`src/rtl/sobel_window_gen_pkg.sv`:
```
// sobel_pkg: shared defaults for the Sobel 3x3 window generator.
//   PIX_W_DEF / IMG_W_DEF / IMG_H_DEF : default pixel width and frame size.
//   COL_W_DEF / ROW_W_DEF             : counter widths derived from the defaults.
//   cnt_w()                           : counter width for an n-entry range (min 1).
package sobel_pkg;

    localparam int PIX_W_DEF = 8;
    localparam int IMG_W_DEF = 256;
    localparam int IMG_H_DEF = 256;

    function automatic int cnt_w(input int n);
        return (n > 1) ? $clog2(n) : 1;
    endfunction

    localparam int COL_W_DEF = cnt_w(IMG_W_DEF);
    localparam int ROW_W_DEF = cnt_w(IMG_H_DEF);

endpackage

```
`src/rtl/sobel_window_gen_if.sv`:
```
// sobel_window_gen_if: pixel stream in, 3x3 window stream out.
//   pixel_in/pixel_valid             : raster-order pixel source.
//   win_out                          : 3x3 window, element (r,c) at [(3*r+c)*PIX_W +: PIX_W].
//   win_valid/win_first/win_last     : window strobe and frame markers.
//   win_count                        : emitted-window count (only with SOBEL_WIN_COUNT_EN).
// master = pixel source / window sink, slave = window generator.
interface sobel_window_gen_if
    import sobel_pkg::*;
#(
    parameter int PIX_W = PIX_W_DEF
);
    logic [PIX_W-1:0]   pixel_in;
    logic               pixel_valid;
    logic [9*PIX_W-1:0] win_out;
    logic               win_valid;
    logic               win_first;
    logic               win_last;
`ifdef SOBEL_WIN_COUNT_EN
    logic [15:0]        win_count;

    modport master (output pixel_in, pixel_valid,
                    input  win_out, win_valid, win_first, win_last, win_count);
    modport slave  (input  pixel_in, pixel_valid,
                    output win_out, win_valid, win_first, win_last, win_count);
`else
    modport master (output pixel_in, pixel_valid,
                    input  win_out, win_valid, win_first, win_last);
    modport slave  (input  pixel_in, pixel_valid,
                    output win_out, win_valid, win_first, win_last);
`endif
endinterface

```
`src/rtl/sobel_window_gen_line_buf.sv`:
```
// sobel_line_buf: one DEPTH x WIDTH line buffer.
//   addr  : shared read/write address.
//   rdata : combinational read of the current contents at addr, so a write
//           on the same edge returns the old value (read-before-write).
//   we/wdata : synchronous write on the rising edge.
// Contents are not reset.
module sobel_line_buf #(
    parameter int DEPTH  = 256,
    parameter int WIDTH  = 8,
    parameter int ADDR_W = 8
) (
    input  logic              clk,
    input  logic              we,
    input  logic [ADDR_W-1:0] addr,
    input  logic [WIDTH-1:0]  wdata,
    output logic [WIDTH-1:0]  rdata
);

    logic [WIDTH-1:0] mem_q [DEPTH];

    always_ff @(posedge clk) begin
        if (we) begin
            mem_q[addr] <= wdata;
        end
    end

    assign rdata = mem_q[addr];

endmodule

```
`src/rtl/sobel_window_gen.sv`:
```
// sobel_window_gen: builds 3x3 pixel windows from a raster pixel stream.
//   clk  : single clock, rising edge.
//   rst  : asynchronous active-low reset.
//   bus  : sobel_window_gen_if.slave (pixel in, window out, frame markers).
// Only interior windows are emitted: the window completed by pixel (row,col)
// with row>=2 and col>=2, one cycle after that pixel is accepted.
// Optional macro SOBEL_WIN_COUNT_EN adds bus.win_count (saturating count of
// windows emitted in the current frame, loaded with 1 on win_first).
module sobel_window_gen
    import sobel_pkg::*;
#(
    parameter int IMG_W = IMG_W_DEF,
    parameter int IMG_H = IMG_H_DEF,
    parameter int PIX_W = PIX_W_DEF
) (
    input logic               clk,
    input logic               rst,
    sobel_window_gen_if.slave bus
);

    localparam int COL_W = cnt_w(IMG_W);
    localparam int ROW_W = cnt_w(IMG_H);

    logic [COL_W-1:0] col_q, col_d;
    logic [ROW_W-1:0] row_q, row_d;
    logic [PIX_W-1:0] win_q [3][3];
    logic [PIX_W-1:0] win_d [3][3];
    logic             win_valid_q, win_valid_d;
    logic             win_first_q, win_first_d;
    logic             win_last_q,  win_last_d;
    logic [PIX_W-1:0] lb1_rd, lb2_rd;

    // lb1 holds the previous row; lb2 is fed from lb1's outgoing value so it
    // holds the row before that.
    sobel_line_buf #(.DEPTH(IMG_W), .WIDTH(PIX_W), .ADDR_W(COL_W)) u_lb1 (
        .clk   (clk),
        .we    (bus.pixel_valid),
        .addr  (col_q),
        .wdata (bus.pixel_in),
        .rdata (lb1_rd)
    );

    sobel_line_buf #(.DEPTH(IMG_W), .WIDTH(PIX_W), .ADDR_W(COL_W)) u_lb2 (
        .clk   (clk),
        .we    (bus.pixel_valid),
        .addr  (col_q),
        .wdata (lb1_rd),
        .rdata (lb2_rd)
    );

    always_comb begin
        col_d       = col_q;
        row_d       = row_q;
        win_d       = win_q;
        win_valid_d = 1'b0;
        win_first_d = 1'b0;
        win_last_d  = 1'b0;
        if (bus.pixel_valid) begin
            if (col_q == COL_W'(IMG_W - 1)) begin
                col_d = '0;
                row_d = (row_q == ROW_W'(IMG_H - 1)) ? '0 : row_q + 1'b1;
            end else begin
                col_d = col_q + 1'b1;
            end
            for (int unsigned r = 0; r < 3; r++) begin
                win_d[r][0] = win_q[r][1];
                win_d[r][1] = win_q[r][2];
            end
            win_d[0][2] = lb2_rd;
            win_d[1][2] = lb1_rd;
            win_d[2][2] = bus.pixel_in;
            // Interior gating also hides columns that straddle a line wrap
            // and line-buffer data left over from a previous frame.
            win_valid_d = (row_q >= ROW_W'(2)) && (col_q >= COL_W'(2));
            win_first_d = (row_q == ROW_W'(2)) && (col_q == COL_W'(2));
            win_last_d  = (row_q == ROW_W'(IMG_H - 1)) && (col_q == COL_W'(IMG_W - 1));
        end
    end

    always_ff @(posedge clk or negedge rst) begin
        if (!rst) begin
            col_q       <= '0;
            row_q       <= '0;
            win_q       <= '{default: '0};
            win_valid_q <= 1'b0;
            win_first_q <= 1'b0;
            win_last_q  <= 1'b0;
        end else begin
            col_q       <= col_d;
            row_q       <= row_d;
            win_q       <= win_d;
            win_valid_q <= win_valid_d;
            win_first_q <= win_first_d;
            win_last_q  <= win_last_d;
        end
    end

    always_comb begin
        bus.win_out = '0;
        for (int unsigned r = 0; r < 3; r++) begin
            for (int unsigned c = 0; c < 3; c++) begin
                bus.win_out[(3*r+c)*PIX_W +: PIX_W] = win_q[r][c];
            end
        end
    end

    assign bus.win_valid = win_valid_q;
    assign bus.win_first = win_first_q;
    assign bus.win_last  = win_last_q;

`ifdef SOBEL_WIN_COUNT_EN
    logic [15:0] win_count_q, win_count_d;

    // Counts on the emitting edge so the value shown with a window includes it.
    always_comb begin
        win_count_d = win_count_q;
        if (win_valid_d) begin
            if (win_first_d) begin
                win_count_d = 16'd1;
            end else if (win_count_q != 16'hFFFF) begin
                win_count_d = win_count_q + 16'd1;
            end
        end
    end

    always_ff @(posedge clk or negedge rst) begin
        if (!rst) begin
            win_count_q <= '0;
        end else begin
            win_count_q <= win_count_d;
        end
    end

    assign bus.win_count = win_count_q;
`endif

endmodule

```
`src/flat_wrapper.sv`:
```
// flat-port wrapper written by rule: the top's interface ports become plain ports
module sobel_window_gen_flat import sobel_pkg::*;
#(
    parameter int IMG_W = IMG_W_DEF,
    parameter int IMG_H = IMG_H_DEF,
    parameter int PIX_W = PIX_W_DEF
)
  (clk, rst, bus_pixel_in, bus_pixel_valid, bus_win_out, bus_win_valid, bus_win_first, bus_win_last);
  sobel_window_gen_if #(.PIX_W(PIX_W)) bus_i ();
  input logic clk;
  input logic rst;
  input wire logic [$bits(bus_i.pixel_in)-1:0] bus_pixel_in;
  input wire logic [$bits(bus_i.pixel_valid)-1:0] bus_pixel_valid;
  output wire logic [$bits(bus_i.win_out)-1:0] bus_win_out;
  output wire logic [$bits(bus_i.win_valid)-1:0] bus_win_valid;
  output wire logic [$bits(bus_i.win_first)-1:0] bus_win_first;
  output wire logic [$bits(bus_i.win_last)-1:0] bus_win_last;
  assign bus_i.pixel_in = bus_pixel_in;
  assign bus_i.pixel_valid = bus_pixel_valid;
  assign bus_win_out = bus_i.win_out;
  assign bus_win_valid = bus_i.win_valid;
  assign bus_win_first = bus_i.win_first;
  assign bus_win_last = bus_i.win_last;
  sobel_window_gen #(.IMG_W(IMG_W), .IMG_H(IMG_H), .PIX_W(PIX_W)) u_core (.clk(clk), .rst(rst), .bus(bus_i));
endmodule
```
`config.mk`:
```
export PLATFORM = sky130hd
export DESIGN_NAME = sobel_window_gen_flat
export DESIGN_NICKNAME = d
export VERILOG_FILES = /design/src/rtl/sobel_window_gen_pkg.sv /design/src/rtl/sobel_window_gen_if.sv /design/src/rtl/sobel_window_gen_line_buf.sv /design/src/rtl/sobel_window_gen.sv /design/src/flat_wrapper.sv
export SDC_FILE = /design/constraint.sdc
export NUM_CORES = 2
export LEC_CHECK = 0
export CELL_PAD_IN_SITES_DETAIL_PLACEMENT = 2
export CELL_PAD_IN_SITES_GLOBAL_PLACEMENT = 2
export CORE_ASPECT_RATIO = 1.1
export CORE_MARGIN = 2
export CORE_UTILIZATION = 40
export CTS_CLUSTER_DIAMETER = 100
export DETAILED_ROUTE_END_ITERATION = 10
export HOLD_SLACK_MARGIN = 0.12
export PLACE_DENSITY_LB_ADDON = 0.12
export SETUP_SLACK_MARGIN = 0.15
export SYNTH_ARGS = -nofsm -noshare
export SYNTH_HDL_FRONTEND = slang
export SYNTH_HIERARCHICAL = 1
export SYNTH_SLANG_ARGS = --single-unit
```
`constraint.sdc`:
```
create_clock -name clk -period 10.15 [get_ports clk]
set_input_delay 2.03 -clock clk [delete_from_list [all_inputs] [get_ports clk]]
set_output_delay 2.03 -clock clk [all_outputs]
set_load 0.02 [all_outputs]
```
==> flow_summary.json <==
{
  "synth-edff-count": 4096,
  "synth_area_mm2": 0.160,
  "dp_hpwl_um": 267000,
  "maxCapViolCount": 0,
  "ys.warnings.count": 6,
  "mostFrequentLayoutCells": "4,096 x edfxtp_1, 1,024 x mux4_2, 512 x a22oi_1, 465 x nor2_1, 454 x clkbuf_16",
  "max_slew_margin": 0.0175,
  "instances_no_fill": 13272,
  "ir_worst_vdd_v": 0.000670,
  "syn_inst": 7323,
  "worstSkewPairLatency_ns": 1.00,
  "ys_types": 41,
  "rsz0062_at_grt": "no",
  "worstMarginPinSlew_ns": 1.47,
  "setup_viol": 0,
  "outcome": "complete, no violations",
  "synthFlopType": "edfxtp_1",
  "place_inst": 12432,
  "cts.sinks": 4187,
  "cts_buffer_depth": 4,
  "syn_area_per_cell_um2": 21.9,
  "htreeDepth": 5,
  "dr.pass1.iters": 5,
  "finalHoldViolCount": 0,
  "arrival_ns": 6.91,
  "start_util": 0.402,
  "worstPathRequired_ns": 10.67,
  "post-route-period-util": 0.630,
  "routed_wl_um": 456000,
  "hold_class": "register to register",
  "gr-total-overflow": 0,
  "row_count": 243,
  "tns_ns": 0,
  "fin_skew_ns": 0.0497,
  "drive_gt1_frac": 0.253,
  "path_clk_slew_ns": 0.06,
  "worstSetupStartpoint": "u_core/col_q[0]",
  "grtUsageTotal": 0.224,
  "antenna_found_initial": 3,
  "grt_max_degree": 254,
  "die_h_um": 668,
  "rrSetupSlack_ns": 3.76,
  "drt_first_iter_violations": 6545,
  "vias_per_cell": 5.82,
  "cp_max_fo": 108,
  "slew_violations": 0,
  "fp.dieW_um": 608,
  "portBuffers": 85,
  "place.gp.congestion": 0.773,
  "cts_tree": "yes",
  "crit_type": "register to register",
  "grt_pass1_vias": 84425,
  "post_cts_buffers": 0,
  "numCtsBuffers": 446,
  "critPathLaunchType": "register",
  "ctsResizeCount": 0,
  "synth_nets": 7338,
  "root_buffer": "clkbuf_16",
  "end_kind": "register",
  "num_vias": 77246,
  "r2r-start": "u_core/col_q[0]",
  "power_per_cell_area_mw_per_mm2": 289,
  "num-fill-cells": 35197,
  "leakagePower_nw": 55.4,
  "die_area_mm2": 0.406,
  "nNetsFinal": 7628,
  "syn2layout_area_growth_pct": 13.6,
  "final_common_cell": "edfxtp_1",
  "antenna_left": 0,
  "ys_seq_elements": 4187,
  "wl_per_cell_um": 34.3,
  "grt_first_pass_wirelength_um": 655000,
  "yosysSeqAreaShare": 0.782,
  "drcViolationCount": 0,
  "hold_path_startpoint": "u_core/row_q[6]",
  "hold_buffers": 0,
  "floorplan.core_area_mm2": 0.399,
  "synthArstFlopShare": 0.0217,
  "num_io_pins": 86,
  "fmax_ghz": 0.156,
  "fin_crit_ns": 6.39
}
stage by stage:
stage / hold WS (ns) / utilization / cell area (µm²) / power (W) / setup WS, ns
2_1_floorplan: 0.462 / - / 160000 / 0.0310 / 2.16
3_3_place_gp: 0.493 / 0.421 / 168000 / 0.0369 / 3.66
3_5_place_dp: 0.495 / 0.421 / 168000 / 0.0375 / 3.71
4_1_cts: 0.508 / 0.457 / 182000 / 0.0534 / 3.68
5_1_grt: 0.534 / 0.457 / 182000 / 0.0546 / 3.42
6_report: 0.499 / 0.457 / 182000 / 0.0527 / 3.76
cell usage after synthesis (32+ instances only):
library cell | count | share of area
a21oi_1 | 257 | 0.0080
clkbuf_1 | 290 | 0.0068
buf_2 | 82 | 0.0026
dfrtp_1 | 91 | 0.014
a22oi_1 | 512 | 0.024
o41ai_1 | 64 | 0.0035
nor3_1 | 62 | 0.0019
buf_1 | 38 | 0.00089
nor2_1 | 468 | 0.011
mux2_2 | 72 | 0.0051
nand2_1 | 63 | 0.0015
buf_4 | 32 | 0.0015
mux4_2 | 1024 | 0.14
edfxtp_1 | 4096 | 0.77
buf_6 | 32 | 0.0022
metal layers:
| layer | wire, µm | vias to the layer above | global-route usage |
|---|---|---|---|
| met5 | 13 | - | 0 |
| met4 | 14300 | 2 | 0.0658 |
| met3 | 17800 | 580 | 0.0268 |
| met2 | 233000 | 1859 | 0.386 |
| met1 | 190000 | 43170 | 0.298 |
| li1 | - | 31635 | - |
worst max-delay path: stages, from the launching register on:
cell	delay, ns
dfrtp_4	0.93
buf_12	0.52
buf_4	0.55
mux4_2	0.59
a22oi_1	0.19
a21oi_1	0.10
o41ai_1	0.90
nand4_1	0.63
buf_4	0.57
buf_4	0.59
report_power, final:
part | internal, W | switching (W)
Combinational | 0.00357 | 0.00991
Sequential | 0.0230 | 0.000257
Clock | 0.00907 | 0.00685
Total | 0.0356 | 0.0170
registers in the layout (all words and copies together) (netlist names):
signal / count
u_core/u_lb2/mem_q: 2048
u_core/bus.win_valid: 1
u_core/bus.win_first: 1
u_core/col_q: 8
u_core/u_lb1/mem_q: 2048
u_core/bus.win_out: 72
u_core/row_q: 8
u_core/bus.win_last: 1
final timing paths:
kind,to,cells after the start
max in group asynchronous,u_core/col_q[1],2
hold reg to reg,u_core/row_q[6],1
hold / removal,u_core/row_q[6],1
setup / recovery,u_core/u_lb2/mem_q[141][4],9
setup reg to reg,u_core/u_lb2/mem_q[141][4],9
min in group asynchronous,u_core/bus.win_out[50],1
cells by family (layout without fill, tap and decap cells):
kind of cell,Yosys count,in the layout,share of synthesized area
muxes,1097,1097,0.149
and+or+nand+nor,698,698,0.0184
AOI/OAI and AO/OA,850,850,0.0362
adders and majority gates,4,4,0.000312
buffers and inverters,480,1159,0.0141
xor gates and xnor gates,7,7,0.000383
DFF,4187,4187,0.782
other,0,3,0
layout make-up:
type	instances	area (µm²)	area share
clock buffers	575	12000	0.0658
clock inverters	262	2140	0.0118
well taps	5267	6590	0.0362
diodes	3	7.51	0.0000412
flip-flops and latches	4187	125000	0.688
multi-input cells	2656	33100	0.182
inverters	6	22.5	0.000124
repair buffers	316	2960	0.0163
Note: power is estimated with default switching activity, not from simulation.
